--- src/rtl/fwd_hazard_pkg.sv ---
// Shared types for the forwarding / hazard controller.
package fwd_hazard_pkg;

   // Forward-select encoding seen by the EX-stage operand muxes
   typedef enum logic [1:0] {
      FW_RF    = 2'b00,
      FW_MEMWB = 2'b01,
      FW_EXMEM = 2'b10,
      FW_MC    = 2'b11
   } fw_sel_t;

   // Multi-cycle unit scoreboard states
   typedef enum logic [1:0] {
      IDLE = 2'b00,
      BUSY = 2'b01,
      WB   = 2'b10
   } mc_state_t;

   // Countdown width covers MC_LAT up to 15
   localparam int unsigned MC_CNT_W    = 4;
   localparam int unsigned STALL_CNT_W = 16;

endpackage

--- src/rtl/fwd_sel_lane.sv ---
// Per-operand priority forward selector: EX/MEM > MC result > MEM/WB > regfile.
module fwd_sel_lane
   import fwd_hazard_pkg::*;
#(
   parameter int unsigned REG_AW = 5
) (
   input  logic [REG_AW-1:0] src_i,
   input  logic [REG_AW-1:0] exmem_rd_i,
   input  logic              exmem_regwr_i,
   input  logic              mc_wb_i,
   input  logic [REG_AW-1:0] mc_rd_i,
   input  logic [REG_AW-1:0] memwb_rd_i,
   input  logic              memwb_regwr_i,
   output logic [1:0]        fw_o
);

   fw_sel_t sel;

   // Register 0 is hard-wired, so a zero source never forwards
   always_comb begin
      sel = FW_RF;
      if (src_i != '0) begin
         if (exmem_regwr_i && (src_i == exmem_rd_i)) begin
            sel = FW_EXMEM;
         end else if (mc_wb_i && (src_i == mc_rd_i)) begin
            sel = FW_MC;
         end else if (memwb_regwr_i && (src_i == memwb_rd_i)) begin
            sel = FW_MEMWB;
         end
      end
      fw_o = sel;
   end

endmodule

--- src/rtl/fwd_hazard_ctrl.sv ---
// Operand forwarding, load-use stall and multi-cycle unit scoreboard.
// Optional stall-cycle counter enabled by FWD_HAZARD_STALL_CNT_EN.
module fwd_hazard_ctrl
   import fwd_hazard_pkg::*;
#(
   parameter int unsigned REG_AW  = 5,
   parameter int unsigned NUM_SRC = 2,
   parameter int unsigned MC_LAT  = 4
) (
   input  logic                      clk_i,
   input  logic                      rst_n_i,
   input  logic [NUM_SRC*REG_AW-1:0] idex_src_i,
   input  logic [REG_AW-1:0]         idex_rd_i,
   input  logic                      idex_memrd_i,
   input  logic [NUM_SRC*REG_AW-1:0] ifid_src_i,
   input  logic [REG_AW-1:0]         ifid_rd_i,
   input  logic                      ifid_regwr_i,
   input  logic                      ifid_is_mc_i,
   input  logic                      mc_issue_i,
   input  logic [REG_AW-1:0]         exmem_rd_i,
   input  logic                      exmem_regwr_i,
   input  logic [REG_AW-1:0]         memwb_rd_i,
   input  logic                      memwb_regwr_i,
   output logic [NUM_SRC*2-1:0]      fw_o,
   output logic                      stall_o,
   output logic                      mc_wb_o,
   output logic [REG_AW-1:0]         mc_rd_o,
   output logic                      mc_busy_o,
   output logic                      mc_err_o
`ifdef FWD_HAZARD_STALL_CNT_EN
   ,
   output logic [STALL_CNT_W-1:0]    stall_cnt_o
`endif
);

   mc_state_t             state_q, state_d;
   logic [MC_CNT_W-1:0]   cnt_q, cnt_d;
   logic [REG_AW-1:0]     mc_rd_q, mc_rd_d;
   logic                  err_q, err_d;
   logic                  mc_wb_c;
   logic                  busy_c;
   logic                  load_use_c, raw_hit_c, mc_struct_c;
   logic [NUM_SRC*2-1:0]  lane_fw;

   // Scoreboard state register
   always_ff @(posedge clk_i or negedge rst_n_i) begin
      if (!rst_n_i) begin
         state_q <= IDLE;
         cnt_q   <= '0;
         mc_rd_q <= '0;
         err_q   <= 1'b0;
      end else begin
         state_q <= state_d;
         cnt_q   <= cnt_d;
         mc_rd_q <= mc_rd_d;
         err_q   <= err_d;
      end
   end

   // Countdown FSM; write-back yields the regfile port to the pipeline
   always_comb begin
      state_d = state_q;
      cnt_d   = cnt_q;
      mc_rd_d = mc_rd_q;
      err_d   = err_q;
      mc_wb_c = 1'b0;
      if (mc_issue_i && (state_q != IDLE)) begin
         err_d = 1'b1;
      end
      case (state_q)
         IDLE: begin
            if (mc_issue_i) begin
               state_d = BUSY;
               cnt_d   = MC_CNT_W'(MC_LAT - 1);
               mc_rd_d = idex_rd_i;
            end
         end
         BUSY: begin
            cnt_d = cnt_q - MC_CNT_W'(1);
            if (cnt_q == MC_CNT_W'(1)) begin
               state_d = WB;
            end
         end
         WB: begin
            if (!memwb_regwr_i) begin
               mc_wb_c = 1'b1;
               state_d = IDLE;
            end
         end
         default: state_d = IDLE;
      endcase
   end

   // Per-operand forward selectors
   for (genvar k = 0; k < NUM_SRC; k++) begin : g_lane
      fwd_sel_lane #(.REG_AW(REG_AW)) u_lane (
         .src_i         (idex_src_i[k*REG_AW +: REG_AW]),
         .exmem_rd_i    (exmem_rd_i),
         .exmem_regwr_i (exmem_regwr_i),
         .mc_wb_i       (mc_wb_c),
         .mc_rd_i       (mc_rd_q),
         .memwb_rd_i    (memwb_rd_i),
         .memwb_regwr_i (memwb_regwr_i),
         .fw_o          (lane_fw[k*2 +: 2])
      );
   end

   // Hazard detection against EX load and the pending multi-cycle result
   always_comb begin
      load_use_c  = 1'b0;
      raw_hit_c   = 1'b0;
      busy_c      = (state_q != IDLE);
      for (int unsigned k = 0; k < NUM_SRC; k++) begin
         if (idex_memrd_i && (idex_rd_i != '0) &&
             (ifid_src_i[k*REG_AW +: REG_AW] == idex_rd_i)) begin
            load_use_c = 1'b1;
         end
         if ((mc_rd_q != '0) && (ifid_src_i[k*REG_AW +: REG_AW] == mc_rd_q)) begin
            raw_hit_c = 1'b1;
         end
      end
      mc_struct_c = busy_c && (ifid_is_mc_i ||
                    (ifid_regwr_i && (mc_rd_q != '0) && (ifid_rd_i == mc_rd_q)));
   end

   // Forward/stall outputs are forced quiet while reset is asserted
   assign fw_o      = rst_n_i ? lane_fw : '0;
   assign stall_o   = rst_n_i && (load_use_c || (busy_c && raw_hit_c && !mc_wb_c) || mc_struct_c);
   assign mc_wb_o   = mc_wb_c;
   assign mc_rd_o   = mc_rd_q;
   assign mc_busy_o = busy_c;
   assign mc_err_o  = err_q;

`ifdef FWD_HAZARD_STALL_CNT_EN
   logic [STALL_CNT_W-1:0] stall_cnt_q;

   // Saturating count of stalled cycles
   always_ff @(posedge clk_i or negedge rst_n_i) begin
      if (!rst_n_i) begin
         stall_cnt_q <= '0;
      end else if (stall_o && (stall_cnt_q != '1)) begin
         stall_cnt_q <= stall_cnt_q + STALL_CNT_W'(1);
      end
   end

   assign stall_cnt_o = stall_cnt_q;
`endif

endmodule

--- config.mk ---
export PLATFORM = sky130hd
export DESIGN_NAME = fwd_hazard_ctrl
export DESIGN_NICKNAME = d
export VERILOG_FILES = /design/src/rtl/fwd_hazard_pkg.sv /design/src/rtl/fwd_sel_lane.sv /design/src/rtl/fwd_hazard_ctrl.sv
export SDC_FILE = /design/constraint.sdc
export NUM_CORES = 1
export LEC_CHECK = 0
export CORE_ASPECT_RATIO = 2
export CORE_MARGIN = 4
export CORE_UTILIZATION = 41
export DETAILED_ROUTE_END_ITERATION = 12
export PLACE_DENSITY = 0.81
export SLEW_MARGIN = 0
export SYNTH_ARGS = -nofsm -noshare
export SYNTH_HDL_FRONTEND = slang
export SYNTH_SLANG_ARGS = --single-unit
--- constraint.sdc ---
create_clock -name clk_i -period 2.6 [get_ports clk_i]
set_clock_uncertainty 0.15 [all_clocks]
set_input_delay 0.52 -clock clk_i [delete_from_list [all_inputs] [get_ports clk_i]]
set_output_delay 0.52 -clock clk_i [all_outputs]
set_load 0.03 [all_outputs]
-- Yosys cells after proc, flatten, opt, wreduce, memory -nomap -nowiden
Cells that the tools add are included.
- flip-flop bits (word level): 12
- bits in latches: 0
- memory bits (writable): 0
- ROM bits: 0
- input bits: 48
- output and inout port bits: 13
- logic and storage cells: 75
- memories: 0
- add/subtract/negate cells: 1
- multiply operators: 0
- div/mod/pow operators: 0
- magnitude comparators: 0
- equality and inequality tests: 17
- shift-type cells: 0
- muxes and demuxes: 21
- bitwise gates (word level): 0
- reduce and logical (&&, ||, !) cells: 32
- operator list (operator ; number):
    5-bit equality test ; 11
    5-bit nonzero test ; 4
    1-bit logical AND ; 18
    2-bit 2-to-1 mux ; 9
    1-bit 2-to-1 mux ; 8
    4-bit 2-to-1 mux ; 2
    4-bit one-hot mux with 2 select lines ; 1
    2-bit inequality test (second input constant) ; 3
    2-bit one-hot mux with 3 select lines ; 1
    4-bit by 1-bit equality test with 1-bit output (second input constant) ; 1
    2-bit AND reduction ; 2
    2-bit nonzero test ; 2
    4-bit by 1-bit subtractor with 4-bit output (second input constant) ; 1
    1-bit logical OR ; 3
    3-bit AND reduction ; 1
    2-bit by 1-bit equality test with 1-bit output (second input constant) ; 1
    2-bit equality test (second input constant) ; 1
    2-bit logical NOT ; 1
    1-bit logical NOT ; 1

-- Logic depth before layout (Yosys ltp)
Gate-level depths: netlist of the first run.
- depth in word-level cells: 9
- gate-level depth with buffers: 6
- gate-level depth less buffers: 5

-- Hierarchy
From an unflattened synthesis of the first run, not the netlist that was laid out.
- cell total of the unflattened synthesis: 149
- area, all modules: 1311.3 um^2
- by module, submodules not included (module ; instances ; cells an instance ; area each (um^2) ; sequential area each (um^2)):
    fwd_hazard_ctrl ; 1 ; 97 ; 885.8 ; 300.3
    fwd_sel_lane ; 2 ; 26 ; 212.7 ; 0.0

-- Worst setup path after synthesis of the first run
OpenSTA, ideal clock, no wires.
- kind: register to output
- start point: register mc_rd_q[0] (netlist: mc_rd_o[0])
- end point: output fw_o[1]
- arrival: 2122 ps
- data required time: 1930 ps
- path slack: -192 ps
- cell stages (with the launch flop): 6
- buffers on the path: 1
- cells stage by stage: dfrtp_1 > clkbuf_1 > xnor2_1 > nand3_1 > or4_1 > a21oi_1
- cells in the longest elaborated chain, start to end: 6
- ends and longest elaborated chain (item ; RTL line ; RTL):
    start: declaration ; fwd_hazard_ctrl.sv:38 ; logic [REG_AW-1:0] mc_rd_q, mc_rd_d;
    start signal: assignment ; fwd_hazard_ctrl.sv:55 ; mc_rd_q <= mc_rd_d;
    5-bit equality test ; fwd_sel_lane.sv:25 ; end else if (mc_wb_i && (src_i == mc_rd_i)) begin
    1-bit logical AND ; fwd_sel_lane.sv:25 ;
    2-bit 2-to-1 mux ; fwd_sel_lane.sv:25 ;
    2-bit 2-to-1 mux ; fwd_sel_lane.sv:23 ; if (exmem_regwr_i && (src_i == exmem_rd_i)) begin
    2-bit 2-to-1 mux ; fwd_sel_lane.sv:22 ; if (src_i != '0) begin
    4-bit 2-to-1 mux ; fwd_hazard_ctrl.sv:127 ; assign fw_o = rst_n_i ? lane_fw : '0;
    end: declaration ; fwd_hazard_ctrl.sv:24 ; output logic [NUM_SRC*2-1:0] fw_o,
Every way passes these cells.

-- Worst setup path after layout of the first run
- start point: input ifid_src_i[7]
- end point: output stall_o
- cells in the longest elaborated chain, start to end: 8
- elaborated cells on any way between the ends: 11
- classes of those cells: eq/ne: 2; mux: 2; reduce/logical: 7
- ends and longest elaborated chain (item ; RTL line ; RTL):
    start: declaration ; fwd_hazard_ctrl.sv:15 ; input logic [NUM_SRC*REG_AW-1:0] ifid_src_i,
    5-bit equality test ; fwd_hazard_ctrl.sv:118 ; if ((mc_rd_q != '0) && (ifid_src_i[k*REG_AW +: REG_AW] == mc_rd_q)) begin
    1-bit logical AND ; fwd_hazard_ctrl.sv:118 ;
    1-bit 2-to-1 mux ; fwd_hazard_ctrl.sv:118 ;
    1-bit logical AND (2 in a row) ; fwd_hazard_ctrl.sv:128 ; assign stall_o = rst_n_i && (load_use_c || (busy_c && raw_hit_c && !mc_wb_c) || mc_struct_c);
    1-bit logical OR * (2 in a row) ; fwd_hazard_ctrl.sv:128 ;
    1-bit logical AND * ; fwd_hazard_ctrl.sv:128 ;
    end: declaration ; fwd_hazard_ctrl.sv:25 ; output logic stall_o,
Every way passes the cells marked *; elsewhere a longest branch is shown, timed or not.

==> results of run 1 <==
-- routing by layer --
metal	routed length, um	vias to the layer above	GRT usage, %
met2	3010	66	46.6
li1	-	685	-
met3	224	10	4.53
met4	152	0	14.7
met5	0	-	0
met1	1570	699	22.3
-- worst paths after layout --
| kind | from | to | slack, ps | cells after the start |
|---|---|---|---|---|
| worst min-delay path | rst_n_i | state_q[1] | 40 | 1 |
| max in group asynchronous | rst_n_i | mc_rd_o[4] | 1790 | 2 |
| worst min register to register | mc_err_o | mc_err_o | 320 | 1 |
| worst max-delay path | ifid_src_i[7] | stall_o | -30 | 7 |
| worst max register to register | state_q[0] | mc_rd_o[4] | 710 | 4 |
| min in group clk_i | mc_err_o | mc_err_o | 320 | 1 |
-- critical path: cells and delay by family --
kind	cells	cell delay [ps]
xor+xnor	1	120
simple gates	1	100
compound gates	3	470
buf+inv	2	740
-- per-stage QoR --
stage | worst slack, ps | cell area [um^2]
final | -34.3 | 2260
after global routing | -107 | 2260
after CTS | 1.12 | 2210
after detailed placement | -361 | 2090
after global placement | -312 | 2090
after floorplan | -22.9 | 1310
-- power by group --
group / internal [mW] / leakage (nW) / switching (mW)
registers: 0.274 / 0.138 / 0.100
clock network: 0.134 / 0.0288 / 0.0691
logic: 0.567 / 0.851 / 0.539
total: 0.975 / 1.02 / 0.709
-- registers in the layout, summed over array words and instances (netlist names) --
| signal | count |
|---|---|
| mc_rd_o | 5 |
| cnt_q | 4 |
| state_q | 2 |
| mc_err_o | 1 |
-- timing repair --
action	in CTS	in global routing
resized for setup	54	23
setup buffers	3	2
endpoints found under the setup margin	5	4
hold buffers	0	0
pin swaps	16	14
-- final cells by class --
type                            count  area (um^2)
Clock buffer                        4         55.1
Fill cell                         226          752
Inverter                            4         15.0
Multi-Input combinational cell    122         1050
Sequential cell                    12          303
Tap cell                           30         37.5
Timing Repair Buffer               90          796
-- cells in the final DEF, fill, tap and decap left out, types with 3 or more instances in the layout --
master                             n
sky130_fd_sc_hd__buf_4            29
sky130_fd_sc_hd__xor2_1           25
sky130_fd_sc_hd__xnor2_1          24
sky130_fd_sc_hd__clkdlybuf4s50_1  23
sky130_fd_sc_hd__dlygate4sd2_1    17
sky130_fd_sc_hd__dfrtp_1          10
sky130_fd_sc_hd__nand3_1           9
sky130_fd_sc_hd__buf_6             7
sky130_fd_sc_hd__mux2_2            6
sky130_fd_sc_hd__clkbuf_2          5
sky130_fd_sc_hd__dlymetal6s2s_1    5
sky130_fd_sc_hd__inv_1             4
sky130_fd_sc_hd__xnor2_2           4
sky130_fd_sc_hd__o211ai_1          4
sky130_fd_sc_hd__clkbuf_8          4
sky130_fd_sc_hd__or4_1             3
sky130_fd_sc_hd__or4_4             3
sky130_fd_sc_hd__nor2_1            3
-- cells by family after synthesis --
group	after synthesis	share of synthesized area, %
simple gates	39	19.0
mux	6	5.20
fa+ha+maj	2	1.92
xor+xnor	55	37.1
buf+inv	10	3.18
compound gates	20	10.6
flops	12	23.1
==> impl_metrics.sql, run 1 <==
INSERT INTO impl_metrics (metric_group, metric, value, unit) VALUES
('run_status', 'status', 'finished with violations', ''),
('run_status', 'failed_checks', 'setup timing', ''),
('timing', 'final.min_clock_period', '2630', 'ps'),
('clock_network', 'max-clock-path-buffers', '2', ''),
('final_layout', 'area.growth.synth_to_final', '73.9', '%'),
('synthesis', 'synth_seq_area_share', '23.1', '%'),
('floorplanning', 'io-pin-count', '61', ''),
('worst_hold_path', 'hp-class', 'in -> async', ''),
('global_route', 'grt_overflow_total', '0', ''),
('floorplanning', 'chipHeight', '87.6', 'um'),
('synthesis', 'syn-mean-instance-area', '9.03', 'um^2'),
('global_route', 'grt_first_pass_wirelength', '7430', 'um'),
('worst_setup_path', 'worstPathRequired', '1930', 'ps'),
('synthesis', 'synth_edf_count', '0', ''),
('synthesis', 'synthDominantCellAreaShare', '23.1', '%'),
('floorplanning', 'chipWidth', '47.8', 'um'),
('final_layout', 'final_layout_size_suffix_gt1_share', '34.1', '%'),
('worst_setup_path', 'worst_path_arrival', '1960', 'ps'),
('floorplanning', 'placeableCoreArea', '0.00301', 'mm^2'),
('power', 'design_power_total', '1.68', 'mW'),
('timing', 'number_of_failing_hold_endpoints_at_the_final_stage', '0', ''),
('routing', 'vias', '1460', ''),
('worst_setup_path', 'biggest_cell_delay_along_the_critical_path', '540', 'ps'),
('synthesis', 'yosysMostFrequentCell', 'sky130_fd_sc_hd__xnor2_1', ''),
('floorplanning', 'die_area', '0.00419', 'mm^2'),
('synthesis', 'asyncSetResetFlopFracSynth', '100', '%'),
('routing', 'detail_route.wl_per_cell', '18.9', 'um'),
('power', 'power-per-cell-area', '745', 'mW/mm^2'),
('routing', 'route.detailed.drc', '0', ''),
('timing', 'max_clock_freq', '380', 'MHz'),
('clock_network', 'cts_htree_levels', '1', ''),
('timing', 'timing.max_slew.rel_slack', '65.3', '%'),
('clock_network', 'cts_tree', 'built', ''),
('final_layout', 'final_net_count', '283', ''),
('placed_design', 'dp_hpwl', '3770', 'um'),
('synthesis', 'synth_cell_type_count', '34', ''),
('final_layout', 'num_antenna_cells', '0', ''),
('final_layout', 'final_util', '75.0', '%'),
('timing', 'setup_total_negative_slack', '-66.3', 'ps'),
('worst_setup_path', 'crit_path_max_fanout', '2', ''),
('worst_setup_path', 'cp-end-kind', 'output pin', ''),
('timing', 'fin_hold_ws', '42.6', 'ps'),
('routing', 'via_cell_ratio', '5.57', ''),
('synthesis', 'syn-num-nets', '194', ''),
('global_route', 'first_global_vias', '1650', ''),
('floorplanning', 'start_util', '43.1', '%'),
('synthesis', 'synthDominantAreaCellType', 'sky130_fd_sc_hd__dfrtp_1', ''),
('synthesis', 'postSynth.topFlopCell', 'sky130_fd_sc_hd__dfrtp_1', ''),
('timing', 'final_min_period_over_clock_period', '101', '%'),
('worst_setup_path', 'crit_slowest_cell', 'sky130_fd_sc_hd__clkdlybuf4s50_1', ''),
('global_route', 'maximum_number_of_pins_on_one_net_before_global_route_repair', '10', ''),
('worst_setup_path', 'critical_path_start_end_classification', 'in -> out', ''),
('final_layout', 'finish.cell_count_without_fillers', '262', ''),
('timing', 'report.final.setup_viol', '2', ''),
('clock_network', 'clock_latency', '240', 'ps'),
('routing', 'detail-route-antenna-nets', '0', ''),
('timing', 'post-route-worst-setup-slack', '-34.3', 'ps'),
('placed_design', 'place.detailed.instances', '253', ''),
('timing', 'grt_setup_unrepaired', 'true', ''),
('clock_network', 'cts.sinks', '12', ''),
('timing', 'tightest_pin_transition', '514', 'ps'),
('worst_setup_path', 'cp_cell_sequence', 'clkdlybuf4s50_1 > xnor2_2 > nand3_1 > o22ai_2 > o2111ai_2 > o211ai_1 > buf_4', ''),
('clock_network', 'cts_buf_count', '3', ''),
('timing', 'timing_max_transition_violations_final', '0', ''),
('flow_run', 'max_capacitance_violation_count', '0', ''),
('routing', 'detail_route.wirelength', '4950', 'um'),
('synthesis', 'ys_ff_latch', '12', ''),
('synthesis', 'ys_top_cells_by_count', 'sky130_fd_sc_hd__xnor2_1, sky130_fd_sc_hd__xor2_1, sky130_fd_sc_hd__dfrtp_1, sky130_fd_sc_hd__nand3_1, sky130_fd_sc_hd__mux2_2', ''),
('synthesis', 'yosys_warnings', '0', ''),
('placed_design', 'gp_routability_congestion', '0.917', ''),
('worst_setup_path', 'critPathLaunchType', 'input port', '');
Note: power is estimated with default switching activity, not from simulation.
==> run 2: changes to the inputs <==
--- a/config.mk
+++ b/config.mk
@@ -9,6 +9,7 @@
 export CORE_MARGIN = 4
 export CORE_UTILIZATION = 41
 export DETAILED_ROUTE_END_ITERATION = 12
+export HOLD_SLACK_MARGIN = 0.15
 export PLACE_DENSITY = 0.81
 export SLEW_MARGIN = 0
 export SYNTH_ARGS = -nofsm -noshare
==> run 2 against run 1 <==
  * The flow still finishes with violations (setup timing)
  * Clock power about the same
  * First-iteration DRC count increased by 17%
  * Combinational power about the same
  * Global-route usage unchanged
  * Critical path depth unchanged
  * Critical path type is now reg -> out
  * Largest power group unchanged
==> impl_metrics.sql, run 2 (same netlist as run 1, synthesis figures left out) <==
INSERT INTO impl_metrics (metric_group, metric, value, unit) VALUES
('run_status', 'status', 'finished with violations', ''),
('run_status', 'failed_checks', 'setup timing', ''),
('placed_design', 'buffer_ports.inserted', '60', ''),
('routing', 'first_pass_iters', '4', ''),
('final_layout', 'multi_input_area', '0.00105', 'mm^2'),
('global_route', 'antenna_found_initial', '0', ''),
('worst_hold_path', 'hold_endpoint', 'mc_err_o', ''),
('timing', 'post-route-worst-setup-slack', '-32.1', 'ps'),
('worst_setup_path', 'reg2reg_slack', '710', 'ps'),
('global_route', 'grt_first_pass_wirelength', '7430', 'um'),
('power', 'power_report.internal_total', '0.976', 'mW'),
('final_layout', 'max_ffs_per_register', '5', ''),
('final_layout', 'num_antenna_cells', '0', ''),
('final_layout', 'fill_cells', '225', ''),
('final_layout', 'mostFrequentLayoutCell', 'sky130_fd_sc_hd__buf_4', ''),
('worst_setup_path', 'cp-end-kind', 'output pin', ''),
('worst_setup_path', 'crit_path_max_fanout', '4', ''),
('routing', 'detail-route-antenna-nets', '0', ''),
('power', 'part_of_the_power_in_combinational_logic', '65.7', '%'),
('routing', 'via_cell_ratio', '5.57', ''),
('power', 'static-leakage-power', '1.02', 'nW'),
('global_route', 'track_usage', '24.9', '%'),
('floorplanning', 'placementRows', '28', ''),
('worst_setup_path', 'worstPathRequired', '1930', 'ps'),
('timing', 'grt_setup_unrepaired', 'true', ''),
('worst_hold_path', 'hp-class', 'reg -> reg', ''),
('power', 'power.switching_fraction', '42.1', '%'),
('floorplanning', 'placeableCoreArea', '0.00301', 'mm^2'),
('floorplanning', 'die_area', '0.00419', 'mm^2'),
('placed_design', 'gp_routability_congestion', '0.917', ''),
('worst_setup_path', 'critPathLaunchType', 'flop', ''),
('final_layout', 'final_net_count', '284', ''),
('timing', 'final.min_clock_period', '2630', 'ps'),
('floorplanning', 'chipHeight', '87.6', 'um'),
('clock_network', 'cts_tree', 'built', ''),
('routing', 'route.detailed.drc', '0', ''),
('floorplanning', 'io-pin-count', '61', ''),
('timing', 'max_clock_freq', '380', 'MHz'),
('final_layout', 'area.growth.synth_to_final', '74.7', '%'),
('power', 'power_frac_seq', '22.2', '%'),
('timing', 'number_of_failing_hold_endpoints_at_the_final_stage', '0', ''),
('final_layout', 'final_layout_size_suffix_gt1_share', '33.9', '%'),
('worst_hold_path', 'hold_depth', '1', ''),
('clock_network', 'clkTransAtPathRegs', '50', 'ps'),
('routing', 'drtIter0Drc', '21', ''),
('power', 'peakVddDrop', '599', 'uV'),
('clock_network', 'clock_latency', '240', 'ps'),
('worst_setup_path', 'worstRegToRegCells', '4', ''),
('global_route', 'maximum_number_of_pins_on_one_net_before_global_route_repair', '10', ''),
('clock_network', 'cts_htree_levels', '1', ''),
('timing', 'timing_max_transition_violations_final', '0', ''),
('clock_network', 'ctsRootBufferMaster', 'sky130_fd_sc_hd__clkbuf_8', ''),
('power', 'power-per-cell-area', '742', 'mW/mm^2'),
('floorplanning', 'start_util', '43.1', '%'),
('routing', 'vias', '1465', ''),
('flow_run', 'max_capacitance_violation_count', '0', ''),
('power', 'design_power_total', '1.69', 'mW'),
('worst_setup_path', 'reg2reg_from', 'state_q[0]', ''),
('timing', 'tightest_pin_transition', '520', 'ps'),
('routing', 'detail_route.wl_per_cell', '18.9', 'um'),
('final_layout', 'top_library_cells_by_usage_in_the_layout_fill_and_taps_aside', 'sky130_fd_sc_hd__buf_4, sky130_fd_sc_hd__xor2_1, sky130_fd_sc_hd__xnor2_1', ''),
('global_route', 'grt_overflow_total', '0', ''),
('timing', 'final_min_period_over_clock_period', '101', '%'),
('clock_network', 'cts_buf_count', '3', ''),
('routing', 'detail_route.wirelength', '4970', 'um'),
('worst_hold_path', 'holdCritStartpoint', 'mc_err_o', ''),
('final_layout', 'seqCellArea', '303', 'um^2'),
('worst_setup_path', 'worst_path_arrival', '1960', 'ps'),
('placed_design', 'dp_hpwl', '3770', 'um'),
('worst_setup_path', 'critical_path_start_end_classification', 'reg -> out', ''),
('global_route', 'first_global_vias', '1650', ''),
('timing', 'report.final.setup_viol', '2', ''),
('timing', 'timing.max_slew.rel_slack', '65.0', '%'),
('final_layout', 'final_util', '75.4', '%'),
('clock_network', 'cts.sinks', '12', ''),
('floorplanning', 'chipWidth', '47.8', 'um'),
('power', 'p_switching', '0.710', 'mW'),
('worst_setup_path', 'rr_endpoint', 'mc_rd_o[4]', ''),
('clock_network', 'max-clock-path-buffers', '2', ''),
('power', 'p_clk_share', '12.1', '%');
## run 2: cell count changes in the layout (fill, tap and decap cells not counted), sizes merged
| cell | change |
|---|---|
| dlygate4sd3 | +1 |
## run 2: routing by layer
metal	track usage [%]	wire [um]	vias up
li1	-	-	687
met1	22.3	1560	701
met2	46.6	3020	67
met3	4.53	236	10
met4	14.7	152	0
met5	0	0	-
## run 2: worst max-delay path, stage by stage (launching register included)
cell and delay [ps]:
sky130_fd_sc_hd__dfrtp_2 420, sky130_fd_sc_hd__buf_4 140, sky130_fd_sc_hd__buf_4 130, sky130_fd_sc_hd__xor2_1 170
sky130_fd_sc_hd__or4_4 450, sky130_fd_sc_hd__nand2_2 80, sky130_fd_sc_hd__and3b_1 190, sky130_fd_sc_hd__buf_6 140
## run 2: through the flow
| stage | hold WS (ps) | setup TNS [ps] | instances | instance area [um^2] | setup slack [ps] |
|---|---|---|---|---|---|
| 6_report | 322 | -57.0 | 263 | 2270 | -32.1 |
| 5_1_grt | 340 | -218 | 263 | 2270 | -103 |
| 4_1_cts | 326 | 0 | 260 | 2210 | 1.12 |
| 3_5_place_dp | 309 | -1300 | 253 | 2090 | -361 |
| 3_3_place_gp | 293 | -1120 | 253 | 2090 | -312 |
| 2_1_floorplan | 74.4 | -22.9 | 144 | 1310 | -22.9 |
## run 2: cell type report
cell class              instances  area share [%]
well taps                      30            1.65
flip-flops and latches         12            13.3
repair buffers                 91            35.5
clock buffers                   4            2.42
multi-input cells             122            46.4
inverters                       4           0.661
## run 2: what timing repair did
item | CTS | global route
setup buffers | 3 | 2
gates resized for setup | 54 | 23
pin swaps | 16 | 14
endpoints found under the setup margin | 5 | 4
hold endpoints to repair | 0 | 2
hold buffers | 0 | 1
cloned | 0 | 0
## run 2: how the worst max path moves through the flow
stage | startpoint | endpoint
CTS | idex_src_i[4] | fw_o[0]
global placement | idex_src_i[6] | fw_o[2]
finish | mc_rd_o[2] | fw_o[0]
global route | ifid_src_i[9] | stall_o
floorplan | state_q[0] | fw_o[0]
detailed placement | memwb_regwr_i | fw_o[0]
## run 2: power groups by stage
stage               Sequential (mW)  Clock, mW  Combinational, mW
finish                        0.374      0.203               1.11
global route                  0.383      0.221               1.19
CTS                           0.368      0.208               1.05
detailed placement            0.375          0               1.01
global placement              0.364          0              0.982
floorplan                     0.399          0              0.581
